--- config.mk ---
export PLATFORM = sky130hd
export DESIGN_NAME = program_sequencer_flat
export DESIGN_NICKNAME = d
export VERILOG_FILES = /design/src/rtl/program_sequencer_if.sv /design/src/rtl/program_sequencer.sv /design/src/flat_wrapper.sv
export SDC_FILE = /design/constraint.sdc
export NUM_CORES = 1
export LEC_CHECK = 0
export CAP_MARGIN = 20
export CORE_MARGIN = 2
export CORE_UTILIZATION = 57
export CTS_CLUSTER_DIAMETER = 30
export DETAILED_ROUTE_END_ITERATION = 16
export PLACE_DENSITY = 0.85
export SYNTH_ARGS = -nofsm -noshare
export SYNTH_HDL_FRONTEND = slang
export SYNTH_SLANG_ARGS = --single-unit
--- constraint.sdc ---
create_clock -name clk -period 6.9 [get_ports clk]
set_clock_uncertainty 0.05 [all_clocks]
set_input_delay 1.38 -clock clk [delete_from_list [all_inputs] [get_ports clk]]
set_output_delay 1.38 -clock clk [all_outputs]
set_load 0.02 [all_outputs]
--- src/rtl/program_sequencer_if.sv ---
// Control/fetch-address bundle between decode logic and the program sequencer.
// The decode side owns the op fields; the sequencer owns pc and status.
interface program_sequencer_if #(
    parameter int PC_WIDTH    = 8,
    parameter int STACK_DEPTH = 4
);
    localparam int DEPTH_WIDTH = $clog2(STACK_DEPTH + 1);

    logic                   stall;
    logic [2:0]             op;
    logic                   cond;
    logic [PC_WIDTH-1:0]    target;
    logic [PC_WIDTH-1:0]    offset;
    logic [PC_WIDTH-1:0]    pc;
    logic [PC_WIDTH-1:0]    pc_next;
    logic                   halted;
    logic [DEPTH_WIDTH-1:0] depth;
    logic                   overflow;
    logic                   underflow;

    modport master (
        output stall, op, cond, target, offset,
        input  pc, pc_next, halted, depth, overflow, underflow
    );

    modport slave (
        input  stall, op, cond, target, offset,
        output pc, pc_next, halted, depth, overflow, underflow
    );
endinterface

--- src/rtl/program_sequencer.sv ---
// Instruction fetch-address sequencer: advance, stall, jump, relative branch,
// call/return through a return-address stack, and halt.
module program_sequencer #(
    parameter int PC_WIDTH    = 8,
    parameter int STEP        = 1,
    parameter int RESET_PC    = 0,
    parameter int STACK_DEPTH = 4
) (
    input  logic                clk,
    input  logic                rst,
    program_sequencer_if.slave  bus
);
    localparam int DW = $clog2(STACK_DEPTH + 1);
    localparam int IW = (STACK_DEPTH > 1) ? $clog2(STACK_DEPTH) : 1;

    localparam logic [2:0] OP_SEQ    = 3'b000;
    localparam logic [2:0] OP_JUMP   = 3'b001;
    localparam logic [2:0] OP_BRANCH = 3'b010;
    localparam logic [2:0] OP_CALL   = 3'b011;
    localparam logic [2:0] OP_RET    = 3'b100;
    localparam logic [2:0] OP_HALT   = 3'b101;

    typedef enum logic {RUN, HALT} state_t;

    state_t              state_reg, state_next;
    logic [PC_WIDTH-1:0] pc_reg, pc_calc;
    logic [DW-1:0]       depth_reg, depth_next, depth_dec;
    logic                overflow_reg, overflow_next;
    logic                underflow_reg, underflow_next;
    logic                push_en;
    logic [IW-1:0]       push_idx, pop_idx;
    logic [PC_WIDTH-1:0] seq_addr;
    logic [PC_WIDTH-1:0] stack [STACK_DEPTH];

    assign seq_addr  = pc_reg + PC_WIDTH'(STEP);
    assign depth_dec = depth_reg - DW'(1);
    assign push_idx  = depth_reg[IW-1:0];
    assign pop_idx   = depth_dec[IW-1:0];

    always_comb begin
        state_next     = state_reg;
        pc_calc        = pc_reg;
        depth_next     = depth_reg;
        overflow_next  = overflow_reg;
        underflow_next = underflow_reg;
        push_en        = 1'b0;
        if (state_reg == RUN && !bus.stall) begin
            case (bus.op)
                OP_JUMP:   pc_calc = bus.target;
                // Same-width add wraps, so the offset acts as sign-extended.
                OP_BRANCH: pc_calc = bus.cond ? (pc_reg + bus.offset) : seq_addr;
                OP_CALL: begin
                    if (depth_reg == DW'(STACK_DEPTH)) begin
                        overflow_next = 1'b1;
                        state_next    = HALT;
                    end else begin
                        push_en    = 1'b1;
                        depth_next = depth_reg + DW'(1);
                        pc_calc    = bus.target;
                    end
                end
                OP_RET: begin
                    if (depth_reg == '0) begin
                        underflow_next = 1'b1;
                        state_next     = HALT;
                    end else begin
                        pc_calc    = stack[pop_idx];
                        depth_next = depth_dec;
                    end
                end
                OP_HALT:   state_next = HALT;
                OP_SEQ:    pc_calc = seq_addr;
                default:   pc_calc = seq_addr;
            endcase
        end
    end

    always_ff @(posedge clk) begin
        if (!rst) begin
            state_reg     <= RUN;
            pc_reg        <= PC_WIDTH'(RESET_PC);
            depth_reg     <= '0;
            overflow_reg  <= 1'b0;
            underflow_reg <= 1'b0;
        end else begin
            state_reg     <= state_next;
            pc_reg        <= pc_calc;
            depth_reg     <= depth_next;
            overflow_reg  <= overflow_next;
            underflow_reg <= underflow_next;
        end
    end

    // Stack contents are don't-care after reset, so entries carry no reset.
    generate
        for (genvar gi = 0; gi < STACK_DEPTH; gi++) begin : g_stack
            always_ff @(posedge clk) begin
                if (rst && push_en && push_idx == IW'(gi))
                    stack[gi] <= seq_addr;
            end
        end
    endgenerate

    assign bus.pc        = pc_reg;
    assign bus.pc_next   = !rst ? PC_WIDTH'(RESET_PC) : pc_calc;
    assign bus.halted    = (state_reg == HALT);
    assign bus.depth     = depth_reg;
    assign bus.overflow  = overflow_reg;
    assign bus.underflow = underflow_reg;
endmodule

--- src/flat_wrapper.sv ---
// flat-port wrapper written by rule: the top's interface ports become plain ports
module program_sequencer_flat 
#(
    parameter int PC_WIDTH    = 8,
    parameter int STEP        = 1,
    parameter int RESET_PC    = 0,
    parameter int STACK_DEPTH = 4
)
  (clk, rst, bus_stall, bus_op, bus_cond, bus_target, bus_offset, bus_pc, bus_pc_next, bus_halted, bus_depth, bus_overflow, bus_underflow);
  program_sequencer_if #(.PC_WIDTH(PC_WIDTH), .STACK_DEPTH(STACK_DEPTH)) bus_i ();
  input  logic clk;
  input  logic rst;
  input wire logic [$bits(bus_i.stall)-1:0] bus_stall;
  input wire logic [$bits(bus_i.op)-1:0] bus_op;
  input wire logic [$bits(bus_i.cond)-1:0] bus_cond;
  input wire logic [$bits(bus_i.target)-1:0] bus_target;
  input wire logic [$bits(bus_i.offset)-1:0] bus_offset;
  output wire logic [$bits(bus_i.pc)-1:0] bus_pc;
  output wire logic [$bits(bus_i.pc_next)-1:0] bus_pc_next;
  output wire logic [$bits(bus_i.halted)-1:0] bus_halted;
  output wire logic [$bits(bus_i.depth)-1:0] bus_depth;
  output wire logic [$bits(bus_i.overflow)-1:0] bus_overflow;
  output wire logic [$bits(bus_i.underflow)-1:0] bus_underflow;
  assign bus_i.stall = bus_stall;
  assign bus_i.op = bus_op;
  assign bus_i.cond = bus_cond;
  assign bus_i.target = bus_target;
  assign bus_i.offset = bus_offset;
  assign bus_pc = bus_i.pc;
  assign bus_pc_next = bus_i.pc_next;
  assign bus_halted = bus_i.halted;
  assign bus_depth = bus_i.depth;
  assign bus_overflow = bus_i.overflow;
  assign bus_underflow = bus_i.underflow;
  program_sequencer #(.PC_WIDTH(PC_WIDTH), .STEP(STEP), .RESET_PC(RESET_PC), .STACK_DEPTH(STACK_DEPTH)) u_core (.clk(clk), .rst(rst), .bus(bus_i));
endmodule
==> results.md <==
* Unrepaired setup endpoints after global routing: false
* IO Count at 45
* Fin util at 72.4%
* Die height at 72.2 um
* DRC Markers at 0
* Die area at 5210 um^2
* Critical path class: in2out
* Worst Setup EP: bus_pc_next[0]
* Final Hold Vio Count at 0
* Reg2Reg Depth at 7
* Switching power at 0.173 mW
* 1st-pass router iterations at 6
* Post-CTS Setup Bufs at 0
* Clock tree buffer depth at 2
* CP Launch Type: primary input
* Die width at 72.2 um
* Dpl ws at approximately 1.2 ns
* Via count at about 2100
* Site Rows at 24
* Via density per instance at 6.27
* Sequential power share at ~52%
* Mapped cell area at about 2600 um^2
* Launch point of the worst path: bus_op[1]
* PostCTS Resize Cnt at 0
* Highest clock rate at 0.174 GHz
* Period utilization at 83.1%
* Post-Syn Instances at roughly 240
* CTS clk-pin slew, worst paths at 0.08 ns
* Crit Path Max Fanout at 15
* Sw frac at approximately 28%
* Largest register FFs at 32
* Hold Crit Class: reg2reg
* First-pass GRT wire length at 9400 um
* Initial DRC count at 204
* Run status: finished, final reports clean
* Clk root buf: clkbuf_8
* Vias in the first global route at 1959
* Core box area at 4410 um^2
* Largest net degree at the start of global routing at 16
* # hold bufs at CTS at 0
* Synth Register Bits at 46
* RR Endpoint: u_core.bus.depth[2]
* Min-delay src: u_core.bus.overflow
* Area grow syn2layout at 20.7%
* Logic pwr share at 22.6%
* H-tree depth at 2
* Post-synth top flop: edfxtp_1
* Clock sink count at between 40 and 50
* DR WL/cell at about 18 um
* Flop2flop setup slack at 3.78 ns
* Setup-violating endpoint count in the final report at 0
* Syn Area/Cell at approximately 11 um^2
* Min cycle time layout at 5.74 ns
* Synth area leaders: edfxtp_1, dfxtp_1, ha_1, mux4_1, xnor2_1
* Synth Area in Compound Gates at 18.3%
* Setup WS post-layout at 1.16 ns
* Syn nets at 274
* Final WL at 5890 um
* Largest family of logic cells by synthesized area: compound AO/OA/AOI/OAI gates
* Inserted Diodes at 0
* Post-synthesis sequential area ratio at 46.9%
* Layout cells sized above 1 at 5.38%
* Ys async rst share at 0%
* Worst EP arrival at 4.31 ns
* Setup crit end kind: output pin
* Post-synthesis cell type count at 47
* Setup TNS at 0 ns
* CTS buffer count at 5
* Post-synthesis xor/xnor area fraction at between 3 and 4%
* Commonest non-fill, non-tap cell in the layout: clkdlybuf4s50_1
* Initial antenna violation count at 0
* Synth warn at 0
* TritonCTS clock tree: built
* Clk pwr share at 25.7%
* Synth Area in Simple Gates at 13.3%
* Clock Latency Late Sink at 0.30 ns
* Leakage at approximately 1.2 nW
* Post-synthesis mux area share at 7.65%
* Post-synth EDFFs at 32
* Post-synth top area share at roughly 36%
* Layout Nets at 316
* MaxCap Viol Count at 0
* Initial core utilization at around three fifths
* Detail Placement HPWL at roughly 4400 um
* Final Slew Violations at 0
* Commonest non-fill, non-tap cells in the layout: clkdlybuf4s50_1, edfxtp_1, nand2_1
* Routability Congestion at slightly below 0.9
* Peak supply drop at 192 uV
* Synth Area in Adders at between 7 and 8%
* Yosys top cell by area: edfxtp_1
* Worst slew pin tran at ~1.1 ns
* Rel. slew slack at around 28%
* Port-buffer cells at 44
* Routed Antenna Nets at 0
* PD cells at ~190 nW/um^2
* GRT Util Overall at 24.0%
* Total grt overflow at 0
* Data required time at the worst endpoint at 5.47 ns
* Worst R2R Start: u_core.bus.depth[0]
* Internal power at 0.440 mW
[power by group through the flow]
stage               Sequential, mW  Combinational (mW)  Clock, mW
finish                       0.317               0.139      0.158
global route                 0.318               0.151      0.173
CTS                          0.317               0.138      0.163
detailed placement           0.323               0.137          0
global placement             0.323               0.134          0
floorplan                    0.326              0.0800          0
[area by class of cell]
type | instances | area [um^2]
clock inverters | 2 | 13.8
well taps | 52 | 65.1
repair buffers | 45 | 448
fillers | 323 | 1220
multi-input cells | 173 | 1330
inverters | 7 | 26.3
clock buffers | 6 | 72.6
flip-flops and latches | 46 | 1240
[logic make-up after synthesis]
kind of cell    Yosys count
compound gates           70
xor+xnor                 11
fa+ha+maj                15
buf+inv                  17
flops                    46
mux                       8
simple gates             69
[metal layers]
layer | global-route usage, % | up-vias | wire (um)
met4 | 9.85 | 0 | 180
met2 | 38.9 | 90 | 2770
met3 | 5.56 | 15 | 503
met1 | 31.2 | 971 | 2440
li1 | - | 1000 | -
met5 | 0 | - | 0
[how the worst min path moves through the flow]
stage                          end  depth (start not counted)
5_1_grt        u_core.bus.overflow                          1
3_5_place_dp   u_core.bus.overflow                          1
2_1_floorplan  u_core.bus.depth[2]                          2
6_report       u_core.bus.overflow                          1
3_3_place_gp   u_core.bus.overflow                          1
4_1_cts        u_core.bus.overflow                          1
[metrics by stage]
stage	power (mW)	hold slack [ns]	cell area (um^2)	cells
2_1_floorplan	0.406	0.542	2650	236
3_3_place_gp	0.457	0.395	3110	323
3_5_place_dp	0.460	0.418	3110	323
4_1_cts	0.618	0.438	3200	331
5_1_grt	0.643	0.466	3200	331
6_report	0.614	0.436	3200	331
[synthesized netlist by cell type (all sizes together) (7+ instances only)]
| cell | count |
|---|---|
| a21oi | 15 |
| dfxtp | 14 |
| edfxtp | 32 |
| ha | 14 |
| inv | 7 |
| mux4 | 8 |
| nand2 | 17 |
| nand3 | 11 |
| nor2 | 13 |
| o21ai | 16 |
| xnor2 | 10 |
[critical path, stage by stage]
cell and delay (ns):
clkdlybuf4s50_1 0.64, nor4b_2 1.02, nand2_1 0.10, o21ai_0 0.13
o22ai_1 0.10, a21boi_0 0.27, clkdlybuf4s50_1 0.67
(Power assumes the default switching activity.)
==> RTL change: new RTL, config.mk and constraints unchanged <==
`PC_WIDTH` is set to 8 in 3 places; all go to 10.
--- a/src/rtl/program_sequencer_if.sv
+++ b/src/rtl/program_sequencer_if.sv
@@ -1,7 +1,7 @@
 // Control/fetch-address bundle between decode logic and the program sequencer.
 // The decode side owns the op fields; the sequencer owns pc and status.
 interface program_sequencer_if #(
-    parameter int PC_WIDTH    = 8,
+    parameter int PC_WIDTH    = 10,
     parameter int STACK_DEPTH = 4
 );
     localparam int DEPTH_WIDTH = $clog2(STACK_DEPTH + 1);
--- a/src/rtl/program_sequencer.sv
+++ b/src/rtl/program_sequencer.sv
@@ -1,7 +1,7 @@
 // Instruction fetch-address sequencer: advance, stall, jump, relative branch,
 // call/return through a return-address stack, and halt.
 module program_sequencer #(
-    parameter int PC_WIDTH    = 8,
+    parameter int PC_WIDTH    = 10,
     parameter int STEP        = 1,
     parameter int RESET_PC    = 0,
     parameter int STACK_DEPTH = 4
--- a/src/flat_wrapper.sv
+++ b/src/flat_wrapper.sv
@@ -1,7 +1,7 @@
 // flat-port wrapper written by rule: the top's interface ports become plain ports
 module program_sequencer_flat 
 #(
-    parameter int PC_WIDTH    = 8,
+    parameter int PC_WIDTH    = 10,
     parameter int STEP        = 1,
     parameter int RESET_PC    = 0,
     parameter int STACK_DEPTH = 4
Ports: changed (resized bus_offset, bus_pc, bus_pc_next and bus_target); port bits go from 45 to 53. No check against the original RTL was run, so the function may have changed too.
==> RTL change against the original RTL <==
Critical path depth rose by 1; highest routed layer unchanged; total power rose by 21%; setup slack worse by 0.26 ns; area after synthesis increased by 26%; largest power group unchanged; count of clock-buffer cells in the layout fell by 1; sequential cell count up 10; routed wire length is 47% higher; cell area grew 24%.
==> RTL change: results (changes against the original RTL) <==
.. list-table::
   :header-rows: 1

   * - Metric
     - Value
   * - Post-synthesis cell count
     - 317 (+34%)
   * - End of the worst register-to-register path
     - u_core.stack[2][2]
   * - Share of cell area taken by flip-flops and latches
     - 38.3% (-0.46 points)
   * - First-pass GRT wire length
     - 13200 um (+41%)
   * - Worst setup path startpoint
     - bus_op[2]
   * - Status
     - complete, no violations
   * - Cell area reported after detailed placement
     - 3880 um2 (+25%)
   * - Cell leakage power
     - 1.38 nW (+20%)
   * - Clock Sink Count
     - 56 (+22%)
   * - Number of multi-input logic gates
     - 230 (+33%)
   * - Nets in the synthesized netlist
     - 361 (+32%)
   * - Number of clock buffer instances in the layout
     - 5 (-1)
   * - Filler Cells Inserted
     - 421 (+30%)
   * - Arrival time at the worst endpoint
     - 4.56 ns (+0.25 ns)
   * - Post-synthesis compound-gate area fraction
     - 20.0% (+1.7 points)
   * - Multiplexer share of the synthesized area
     - 7.38% (-0.27 points)
   * - Fraction of final layout cells sized beyond drive strength 1
     - 6.93% (+1.5 points)
   * - Total number of vias
     - 2873 (+38%)
   * - EDFF count, synth
     - 40 (+25%)
   * - Top cell types by occurrence after synthesis
     - sky130_fd_sc_hd__edfxtp_1 (40), sky130_fd_sc_hd__a21oi_1 (27), sky130_fd_sc_hd__nand2_1 (26)
   * - Clock slew at reported path FFs
     - 0.10 ns (+0.02 ns)
   * - Non-clock buffer share of cell area
     - 13.3% (-0.70 points)
   * - Met3 Wirelength
     - 773 um (+54%)
   * - Crit path to
     - bus_pc_next[7]
   * - Violation count after the first detailed-route iteration
     - 332 (+63%)
   * - Cell types with the largest area share after synthesis
     - sky130_fd_sc_hd__edfxtp_1 (36%), sky130_fd_sc_hd__dfxtp_1 (9.6%), sky130_fd_sc_hd__mux4_2 (6.7%)
   * - Slack of the worst reg-to-reg path
     - 3.55 ns (-0.23 ns)
   * - Inverter count
     - 14 (+7)
   * - Portion of the layout cell area used by clock cells
     - 2.27% (-0.43 points)
   * - Clk. pwr
     - 0.184 mW (+16%)
   * - Number of flip-flops under the largest register name
     - 40 (+25%)
   * - Max_slew headroom
     - 32.7% (+4.7 points)
   * - Setup Slack @ Placement
     - 0.997 ns (-0.240 ns)
   * - Peak fanout along the critical path
     - 16 (+1)
   * - Number of distinct library cells after synthesis
     - 56 (+19%)
   * - Global-route usage over all layers
     - 27.3% (+3.3 points)
   * - HPWL after detailed placement
     - 6290 um (+44%)
   * - Part of the Yosys area used for sequential elements
     - 45.6% (-1.3 points)
   * - Peak VDD IR
     - 0.000136 V (-29%)
   * - Detailed-router iteration count before antenna repair
     - 5 (-1)
   * - Hold Worst Slack
     - 0.437 ns (+0.000712 ns)
   * - Crit path setup slack, layout
     - 0.907 ns (-0.257 ns)
## RTL change: cell types whose count changed after synthesis, sizes merged, moves of 5 or more
| cell | delta |
|---|---|
| a21oi | +12 |
| clkbuf | +6 |
| edfxtp | +8 |
| inv | +6 |
| nand2 | +9 |
| nor2 | +6 |
| nor3 | +5 |
| o21ai | +8 |
## RTL change: worst max-delay path, stage by stage
cell and delay (ns):
sky130_fd_sc_hd__clkdlybuf4s50_1 0.67, sky130_fd_sc_hd__nand2b_1 0.41, sky130_fd_sc_hd__o22ai_1 0.82, sky130_fd_sc_hd__a22oi_1 0.20, sky130_fd_sc_hd__o21ai_0 0.13, sky130_fd_sc_hd__a221oi_1 0.07
sky130_fd_sc_hd__o21ai_0 0.24, sky130_fd_sc_hd__clkdlybuf4s50_1 0.65
## RTL change: layer usage
metal	track usage, %	vias up
met1	37.0	1362
met2	44.9	193
met3	4.72	19
li1	-	1299
met5	0	-
met4	8.31	0
